<file path="src/rtl/fetch_unit_pkg.sv">
// Shared definitions for the RV32I fetch stage: opcodes, branch funct3 codes, reset defaults.
package fetch_unit_pkg;

    // Major opcodes (instr[6:0]) consumed by the control FSM
    localparam logic [6:0] OP_LUI    = 7'b0110111;
    localparam logic [6:0] OP_AUIPC  = 7'b0010111;
    localparam logic [6:0] OP_JAL    = 7'b1101111;
    localparam logic [6:0] OP_JALR   = 7'b1100111;
    localparam logic [6:0] OP_BRANCH = 7'b1100011;
    localparam logic [6:0] OP_LOAD   = 7'b0000011;
    localparam logic [6:0] OP_STORE  = 7'b0100011;
    localparam logic [6:0] OP_IMM    = 7'b0010011;
    localparam logic [6:0] OP_REG    = 7'b0110011;

    // B-type funct3 encodings; 010/011 are unassigned and never taken
    typedef enum logic [2:0] {
        BEQ  = 3'b000,
        BNE  = 3'b001,
        BLT  = 3'b100,
        BGE  = 3'b101,
        BLTU = 3'b110,
        BGEU = 3'b111
    } branch_funct_t;

    // Reset defaults for the PC and the IR (addi x0,x0,0)
    localparam logic [31:0] DEFAULT_RESET_PC  = 32'h0000_0000;
    localparam logic [31:0] DEFAULT_NOP_INSTR = 32'h0000_0013;

endpackage

</file>
<file path="src/rtl/fetch_unit_branch_cmp.sv">
// Branch condition evaluator: decides whether a B-type instruction is taken.
module branch_cmp
    import fetch_unit_pkg::*;
#(
    parameter int unsigned XLEN = 32
) (
    input  logic [2:0]      funct3,
    input  logic [XLEN-1:0] rs1v,
    input  logic [XLEN-1:0] rs2v,
    output logic            take
);

    // Select the comparison named by funct3; unassigned codes are never taken
    always_comb begin
        take = 1'b0;
        case (funct3)
            BEQ:     take = (rs1v == rs2v);
            BNE:     take = (rs1v != rs2v);
            BLT:     take = ($signed(rs1v) <  $signed(rs2v));
            BGE:     take = ($signed(rs1v) >= $signed(rs2v));
            BLTU:    take = (rs1v <  rs2v);
            BGEU:    take = (rs1v >= rs2v);
            default: take = 1'b0;
        endcase
    end

endmodule

</file>
<file path="src/rtl/fetch_unit.sv">
// PC / PC_OLD / IR stage of the multicycle RV32I core with local branch resolution.
module fetch_unit
    import fetch_unit_pkg::*;
#(
    parameter int unsigned      XLEN      = 32,
    parameter logic [XLEN-1:0]  RESET_PC  = XLEN'(DEFAULT_RESET_PC),
    parameter logic [31:0]      NOP_INSTR = DEFAULT_NOP_INSTR
) (
    input  logic            clk,
    input  logic            reset,
    input  logic            inst_en,
    input  logic            pc_update,
    input  logic            branch,
    input  logic [XLEN-1:0] mem_rdata,
    input  logic [XLEN-1:0] result,
    input  logic [XLEN-1:0] branch_target,
    input  logic [XLEN-1:0] rs1v,
    input  logic [XLEN-1:0] rs2v,
    output logic [XLEN-1:0] pc,
    output logic [XLEN-1:0] pc_old,
    output logic [31:0]     instr,
    output logic [6:0]      opcode,
    output logic [4:0]      rd,
    output logic [4:0]      rs1,
    output logic [4:0]      rs2,
    output logic [2:0]      funct3,
    output logic [6:0]      funct7,
    output logic            instr_valid,
    output logic            branch_taken,
    output logic            misalign_err
);

    logic            cond_true;
    logic            pc_load;
    logic [XLEN-1:0] pc_src;

    // Decoded fields always follow the IR
    assign opcode = instr[6:0];
    assign rd     = instr[11:7];
    assign funct3 = instr[14:12];
    assign rs1    = instr[19:15];
    assign rs2    = instr[24:20];
    assign funct7 = instr[31:25];

    branch_cmp #(.XLEN(XLEN)) u_branch_cmp (
        .funct3 (funct3),
        .rs1v   (rs1v),
        .rs2v   (rs2v),
        .take   (cond_true)
    );

    // PC source select: branch owns the PC write port, pc_update only when no branch
    always_comb begin
        branch_taken = branch & cond_true;
        pc_load      = branch ? cond_true : pc_update;
        pc_src       = branch ? branch_target : result;
    end

    // PC, PC_OLD, IR and status flags; PC loads are word-aligned and flag misalignment
    always_ff @(posedge clk or posedge reset) begin
        if (reset) begin
            pc           <= RESET_PC;
            pc_old       <= RESET_PC;
            instr        <= NOP_INSTR;
            instr_valid  <= 1'b0;
            misalign_err <= 1'b0;
        end else begin
            if (pc_load) begin
                pc <= {pc_src[XLEN-1:2], 2'b00};
                if (|pc_src[1:0]) begin
                    misalign_err <= 1'b1;
                end
            end
            if (inst_en) begin
                instr       <= mem_rdata[31:0];
                pc_old      <= pc;
                instr_valid <= 1'b1;
            end
        end
    end

endmodule
</file>
<file path="config.mk">
export PLATFORM = sky130hd
export DESIGN_NAME = fetch_unit
export DESIGN_NICKNAME = d
export VERILOG_FILES = /design/src/rtl/fetch_unit_pkg.sv /design/src/rtl/fetch_unit_branch_cmp.sv /design/src/rtl/fetch_unit.sv
export SDC_FILE = /design/constraint.sdc
export NUM_CORES = 1
export LEC_CHECK = 0
export ABC_AREA = 1
export CAP_MARGIN = 25
export CORE_ASPECT_RATIO = 0.6
export CORE_MARGIN = 2
export CORE_UTILIZATION = 36
export CTS_BUF_LIST = sky130_fd_sc_hd__clkbuf_8
export DETAILED_ROUTE_END_ITERATION = 10
export HOLD_SLACK_MARGIN = 0.02
export PLACE_DENSITY = 0.79
export SKIP_LAST_GASP = 1
export SYNTH_ARGS = -nofsm -noshare
export SYNTH_HDL_FRONTEND = slang
export SYNTH_HIERARCHICAL = 1
export SYNTH_SLANG_ARGS = --single-unit
</file>
<file path="constraint.sdc">
create_clock -name clk -period 2.5 [get_ports clk]
set_input_delay 0.25 -clock clk [delete_from_list [all_inputs] [get_ports clk]]
set_output_delay 0.25 -clock clk [all_outputs]
set_load 0.02 [all_outputs]
</file>
Yosys cells after proc, flatten, opt, wreduce, memory -nomap -nowiden
Index checks and enable logic that the tools add are counted.
Widths: inputs -> output; s select.
Word-level totals
  register bits after elaboration: 94
  input port bits: 165
  output and inout bits: 131
  logic and storage cells: 23
Operators by class
  order comparisons: 4
  equality and inequality tests: 7
  multiplexer cells: 3
  bitwise logic cells: 1
  reduce and logical (&&, ||, !) cells: 3
Operators with widths (count)
  $ge 32x32->1: 2
  $lt 32x32->1: 2
  $eq 32x32->1: 1
  $mux 32: 1
  $ne 32x32->1: 1
  $eq 3x3->1 const B: 4
  $pmux 1 s6: 1
  $eq 3x1->1 const B: 1
  $logic_not 3->1: 1
  $reduce_and 2->1: 1
  $reduce_or 2->1: 1
  $and 1x1->1: 1
  $mux 1: 1

Longest topological paths before layout
Gate-level depths: netlist of run 1.
  depth after elaboration: 4
  depth in mapped cells: 22
  gate-level depth less buffers: 21

Cells and area by module
The synthesis of run 1 kept the hierarchy.
By module, submodules not included
  fetch_unit: times used 1, cells each 543, area each 4315.4 µm², seq. area each 2356.0 µm²
  branch_cmp: times used 1, cells each 166, area each 974.7 µm², seq. area each 0.0 µm²

Least setup slack after synthesis of run 1
Ideal clock, no wire load.
  path type: input-to-output
  start point: input port rs2v[31]
  end point: output port branch_taken
  arrival time: 1.920 ns
  required time: 2.250 ns
  setup slack: 0.330 ns
  stages on the path: 16
  path buffers: 1
  cells stage by stage: inv_1 -> ha_1 -> nand2_2 -> nor2_2 -> nand2_2 -> nor3b_2 -> nand2_2 -> nand2_1 -> o21ai_1 -> inv_1 -> nand2_1 -> nor2_1 -> nand3_1 -> nand2_4 -> buf_2 -> inv_1
On the way
  longest elaborated chain between the ends: 3
  elaborated cells on any way between the ends: 8
  classes of those cells: order compare (4); eq/ne (2); mux (1); bitwise (1)
Ends and longest elaborated chain
  start, declared: RTL line fetch_unit.sv:18  | input logic [XLEN-1:0] rs2v,
  $ge 32x32->1 (tied with other cells): RTL line fetch_unit_branch_cmp.sv:22  | BGEU: take = (rs1v >= rs2v);
  $pmux 1 s6 (*): RTL line fetch_unit_branch_cmp.sv:16  | case (funct3)
  net cond_true: RTL line fetch_unit.sv:33  | logic cond_true;
  $and 1x1->1 (*): RTL line fetch_unit.sv:54  | branch_taken = branch & cond_true;
  end, declared: RTL line fetch_unit.sv:29  | output logic branch_taken,
Mark *: on every way through the listed nets, which the timed path passes. The rest lies on a longest branch.

Final worst setup path of run 1
  start point: input port rs2v[27]
  end point: output port branch_taken
Same word-level chain as after synthesis.

==> run_results.csv, run 1 <==
group,metric,value,unit
synth,synth_flop_cell,"dfrtp_1",
synth,yosys-top-cells-area,"dfrtp_1, nand2_1, ha_1",
critical_path,crit_chain,"dlygate4sd2_1 > inv_2 > ha_4 > nand2_2 > nor2_2 > nand2_4 > nor3b_4 > nand2_2 > nand2_1 > o21ai_1 > inv_1 > nand2_1 > nor2_2 > nand3_2 > nand2_4 > inv_2 > buf_6",
run,maxCapViolations,0,
critical_path,crit_path_start_kind,"primary input",
finish,layout-drive-gt1-share,13.1,%
finish,register_area,2360,µm²
sta,final.setup_skew,0.0138,ns
synth,synth_cell_types,25,
synth,synthCells,709,
drt,routed_wl,17600,µm
pwr,irDropWorstVdd,0.335,mV
drt,ant_nets,0,
clocking,cts_sinks,94,
placed_design,pre_cts_setup_slack,-0.671,ns
critical_path,crit_path_top_delay_cell,"ha_4",
synth,synth_seq_cells,94,
min_path,worst_hold_path_type,"primary input to asynchronous set/reset pin",
pwr,power_density,555,nW/µm²
clocking,max-clock-path-buffers,2,
critical_path,regToRegSetupSlack,0.46,ns
global_routing,grt_start_max_net_pins,64,
clocking,cts_max_level,3,
synth,synthesis.area,5290,µm²
die,io-pin-count,296,
sta,final.period_utilization,96.5,%
drt,detailroute.via_count,5334,
clocking,cts.root.buffer_cell,"clkbuf_8",
finish,layout.cells.most_common_list,"nand2_1, clkdlybuf4s50_1, dfrtp_1",
status,run_status,"finished clean",
synth,yosysWarnings,6,
clocking,worst_setup_hold_path_clk_slew,0.10,ns
finish,layout_commonest_cell,"nand2_1",
global_routing,vias_in_the_first_global_route,4972,
placed_design,dpl.hpwl,12700,µm
critical_path,timing.critical_path.slowest_cell_delay,0.27,ns
critical_path,critPathArrivalTime,2.16,ns
clocking,cts_tree,"built",
sta,finalWorstSetupSlack,0.0873,ns
critical_path,critPathKind,"primary input to primary output",
finish,finalNetCount,1163,
drt,drcViolationCount,0,
sta,timing.final.max_slew_violations,0,
die,start_util,36.7,%
sta,period_minus_slack,2.41,ns
finish,postLayoutCellArea,8830,µm²
synth,synth_top_area_cell,"dfrtp_1",
die,floorplan.die.width,160,µm
sta,report.final.setup_viol,0,
critical_path,timing.critical_path.required,2.25,ns
sta,report.final.hold_viol_count,0,
pwr,total_leakage_power,4.67,nW
finish,areaGrowthSynthToFinish,66.9,%
drt,drt_iter0_drc,246,
sta,timing_worst_slew_pin_value,0.717,ns
die,die_height,97.9,µm
clocking,clkLatencyLatePin,0.36,ns
critical_path,cp_max_fo,3,
finish,fillCellCount,1246,
sta,max-slew-margin-rel,52.2,%
critical_path,end_kind,"primary output",
synth,synth_area_per_cell,7.46,µm²
global_routing,grt_pass1_wl,26800,µm
drt,routedWlPerCell,15.1,µm
die,rows,34,
pwr,total_power,0.00490,W
placed_design,portBuffers,291,
placed_design,dpl_cell_area,8130,µm²
die,floorplan.die_area,15700,µm²
global_routing,globalRoute.totalOverflow,0,
sta,fmax,0.414,GHz
placed_design,gpl.final_weighted_congestion,0.897,
synth,number_of_enable_flip_flop_cells_after_synthesis,0,
clocking,cts_inserted_buffers,9,
finish,multi_input_comb_area,2720,µm²
global_routing,grt_antenna_before_repair,1,
drt,dr_vias_cell,4.56,
synth,post-synth-top-area-fraction,43.0,%
finish,layout.core_utilization,61.2,%
global_routing,grt.total_usage,21.6,%
synth,async_reset_ff_share,100,%
synth,seq_total_area_yosys,44.5,%
drt,detailedRoute.firstPassIterationCount,4,
die,core_region_area,14400,µm²
power by group:
group          internal [W]  total, W  switching, W
Sequential          0.00177   0.00196      0.000188
Combinational      0.000967   0.00199       0.00102
Clock              0.000380  0.000956      0.000577
Total               0.00312   0.00490       0.00178
logic make-up after synthesis:
| group | share of synthesized area, % |
|---|---|
| simple gates | 33.5 |
| buf+inv | 12.3 |
| flops | 44.5 |
| fa+ha+maj | 7.57 |
| compound gates | 2.03 |
| other cells | 0.0709 |
per-layer routing:
| layer | global-route usage, % | share of wire, % | wire length (µm) |
|---|---|---|---|
| met1 | 29.2 | 43 | 7630 |
| met2 | 34.7 | 48 | 8530 |
| met3 | 6.41 | 6.9 | 1210 |
| met4 | 4.16 | 1.5 | 259 |
| met5 | 0 | 0 | 0 |
flip-flops by register name, indices dropped and copies added, names as in the netlist:
signal        count
instr_valid       1
pc_old           30
instr            32
misalign_err      1
pc               30
cell usage after synthesis, types with 2 or more instances:
master and number:
nand2_1 377, dfrtp_1 91, nand2_4 3, buf_4 40
nor3_1 3, buf_6 4, o21ai_0 2, nand2_2 3
inv_1 51, nor2_1 12, a21oi_1 14, nand3_1 41
dfstp_2 3, o21a_1 2, nand4_1 2, ha_1 32
buf_2 21
cell type report:
cell class,instances,share of cell area (%)
clock inverter,7,0.666
inverter,53,2.32
sequential,94,26.7
clock buffer,9,1.40
antenna,1,0.0283
timing repair buffer,308,35.3
multi-input combinational,500,30.8
tap,198,2.81
metrics by stage:
stage                     hold slack, ns  std cells  setup TNS (ns)
after global routing               0.328       1170         -0.0196
after CTS                          0.313       1168               0
after detailed placement           0.451       1150          -20.00
after global placement             0.451       1150          -18.89
after floorplan                    0.338        712               0
final                              0.303       1170               0
final timing paths:
kind / from / endpoint / cells past startpoint
hold reg to reg: pc_old[25]$_DFFE_PP0P_ / pc_old[25]$_DFFE_PP0P_ / 2
setup / recovery: rs2v[27] / branch_taken / 17
hold / removal: reset / pc_old[19]$_DFFE_PP0P_ / 3
min in group clk: mem_rdata[0] / instr[0]$_DFFE_PP1P_ / 3
max in group asynchronous: reset / instr[0]$_DFFE_PP1P_ / 3
setup reg to reg: instr[14]$_DFFE_PP0P_ / pc[29]$_DFFE_PP0P_ / 11
critical path: cells and delay by family:
kind | cells | cell delay (ns)
and+or+nand+nor | 10 | 1.08
AOI/OAI and AO/OA | 1 | 0.06
adders and majority gates | 1 | 0.27
buffers and inverters | 5 | 0.47
what timing repair did:
| item | CTS | global route |
|---|---|---|
| buffers inserted | 2 | 1 |
| hold buffers | 0 | 0 |
| pin swaps | 31 | 46 |
| endpoints found under the setup margin | 32 | 32 |
| resized for setup | 71 | 94 |
| cloned | 0 | 0 |
| hold endpoints to repair | 0 | 0 |
No activity file was read; power rests on OpenSTA's default activity.
==> run 2, diff against run 1 <==
Settings changed: ABC_CLOCK_PERIOD_IN_PS set to 2500, RECOVER_POWER set to 50.
==> run 2 against run 1 <==
  * Fmax is 0.15% lower
  * Via count is 0.22% lower
  * Final cell count stayed put
  * Routed wire length is 0.18% lower
  * Clock power hardly changed
  * Cell area is 0.24% lower
  * Clock skew is 0.0013 ns lower
  * Global-route usage stayed put
  * Critical path type unchanged
  * Setup slack worse by 0.0035 ns
  * Clock-buffer cell count stayed put
==> run_results.csv, run 2 (synthesis results as in run 1) <==
group,metric,value,unit
sta,fmax,0.414,GHz
drt,drcViolationCount,0,
finish,layout.cells.most_common_list,"nand2_1, clkdlybuf4s50_1, dfrtp_1",
clocking,cts_inserted_buffers,9,
critical_path,timing.critical_path.required,2.25,ns
placed_design,dpl_cell_area,8130,µm²
sta,period_minus_slack,2.42,ns
finish,registers.top_by_ff_count,"instr",
drt,routed_wl,17600,µm
sta,timing.final.max_slew_violations,0,
clocking,cts_sinks,94,
finish,postLayoutCellArea,8810,µm²
clocking,cts_max_level,3,
drt,drt_iter0_drc,247,
drt,dr_vias_cell,4.55,
placed_design,pre_cts_setup_slack,-0.671,ns
sta,max-slew-margin-rel,4.69,%
finish,areaGrowthSynthToFinish,66.5,%
critical_path,cp_max_fo,3,
critical_path,end_kind,"primary output",
global_routing,gr-usage-met3,6.41,%
die,die_height,97.9,µm
sta,report.final.setup_viol,0,
critical_path,crit_path_top_delay_cell,"ha_4",
die,core_region_area,14400,µm²
drt,ant_nets,0,
pwr,irDropWorstVdd,0.334,mV
die,floorplan.die.width,160,µm
die,floorplan.die_area,15700,µm²
status,run_status,"finished clean",
global_routing,grt_start_max_net_pins,64,
critical_path,critPathKind,"primary input to primary output",
critical_path,crit_chain,"dlygate4sd2_1 > inv_2 > ha_4 > nand2_2 > nor2_2 > nand2_4 > nor3b_4 > nand2_2 > nand2_1 > o21ai_1 > inv_1 > nand2_1 > nor2_2 > nand3_2 > nand2_4 > inv_2 > buf_6",
finish,fillCellCount,1251,
sta,report.final.hold_viol_count,0,
placed_design,gpl.final_weighted_congestion,0.897,
die,rows,34,
global_routing,globalRoute.totalOverflow,0,
run,maxCapViolations,0,
global_routing,grt_pass1_wl,26800,µm
global_routing,grt-busiest-layer,"met2",
finish,layout_commonest_cell,"nand2_1",
critical_path,crit_path_start_kind,"primary input",
pwr,total_power,0.00489,W
drt,detailedRoute.firstPassIterationCount,4,
clocking,worst_setup_hold_path_clk_slew,0.09,ns
sta,finalWorstSetupSlack,0.0838,ns
finish,layout-drive-gt1-share,13.0,%
finish,largest_register_ffs,32,
die,io-pin-count,296,
clocking,cts.root.buffer_cell,"clkbuf_8",
global_routing,vias_in_the_first_global_route,4972,
finish,finalNetCount,1163,
clocking,cts_tree,"built",
global_routing,grtUsageMet1,29.2,%
drt,routedWlPerCell,15.0,µm
finish,largest_registers,"instr x32, pc x30, pc_old x30",
global_routing,grt_antenna_before_repair,1,
clocking,max-clock-path-buffers,2,
critical_path,timing.critical_path.slowest_cell_delay,0.27,ns
global_routing,grt.total_usage,21.6,%
placed_design,dpl.hpwl,12700,µm
min_path,worst_hold_path_type,"primary input to flip-flop",
pwr,power_density,555,nW/µm²
pwr,total_leakage_power,4.66,nW
placed_design,portBuffers,291,
sta,final.setup_skew,0.0125,ns
sta,final.period_utilization,96.6,%
critical_path,worstPathBufferInverterCount,5,
drt,detailroute.via_count,5322,
die,start_util,36.7,%
clocking,clkLatencyLatePin,0.36,ns
critical_path,critPathArrivalTime,2.17,ns
global_routing,groute.layer.met2.usage,34.7,%
sta,timing_worst_slew_pin_value,1.43,ns
critical_path,path_delay_family,"simple AND/OR/NAND/NOR gates",
-- run 2: cell count changes in the layout (fill, tap and decap cells not counted) --
cell             before  now
clkbuf_2              0    3
clkdlybuf4s50_1     225  224
clkbuf_1              0    1
buf_4                15   13
buf_2                 1    0
buf_12                1    0
dlygate4sd3_1         0    1
-- run 2: path summary, 6_finish.rpt --
| kind | cells past startpoint | startpoint | end | slack, ns |
|---|---|---|---|---|
| setup / recovery | 17 | rs2v[27] | branch_taken | 0.08 |
| hold / removal | 3 | mem_rdata[0] | instr[0]$_DFFE_PP1P_ | 0.39 |
| setup reg to reg | 11 | instr[14]$_DFFE_PP0P_ | pc[29]$_DFFE_PP0P_ | 0.48 |
| hold reg to reg | 2 | pc_old[25]$_DFFE_PP0P_ | pc_old[25]$_DFFE_PP0P_ | 0.47 |
| max in group asynchronous | 3 | reset | pc_old[29]$_DFFE_PP0P_ | 0.76 |
| min in group asynchronous | 3 | reset | instr[9]$_DFFE_PP0P_ | 0.66 |
-- run 2: metal layers --
layer,share of wire [%],wire length (µm)
met5,0,0
met4,1.6,282
met3,6.7,1180
met2,49,8540
met1,43,7600
-- run 2: metrics by stage --
stage                     std cells  utilization [%]  hold WS [ns]  setup TNS (ns)
after floorplan                 712                -         0.338               0
after global placement         1150             56.4         0.451          -18.89
after detailed placement       1150             56.4         0.451          -20.00
after CTS                      1168             59.0         0.313               0
after global routing           1170             61.1         0.372         -0.0196
final                          1170             61.1         0.388               0
-- run 2: where the power goes --
part,internal (W),switching [W]
clock,0.000380,0.000575
sequential,0.00177,0.000187
combinational,0.000963,0.00102
-- run 2: layout make-up --
cell class | instances | area, µm² | share of cell area [%]
repair buffers | 308 | 3090 | 35.1
multi-input cells | 500 | 2720 | 30.9
flip-flops and latches | 94 | 2360 | 26.7
well taps | 198 | 248 | 2.81
inverters | 53 | 205 | 2.33
clock buffers | 9 | 124 | 1.41
clock inverters | 7 | 58.8 | 0.668
diodes | 1 | 2.50 | 0.0284
-- run 2: worst min-delay path: cells and delay by family --
family                 cells  cell delay, ns
buffers and inverters      1            0.40
AND/OR/NAND/NOR            2            0.09
-- run 2: what timing repair did --
item | 4_1_cts | 5_1_grt
hold buffers | 0 | 0
endpoints found under the setup margin | 32 | 32
pin swaps | 31 | 46
setup buffers | 2 | 1
gates resized for setup | 71 | 94
==> run 3, diff against run 2 <==
Settings changed: CTS_CLUSTER_SIZE set to 12.
==> results of run 3 <==
Final layout, timing and power as in run 2 (identical DEF).
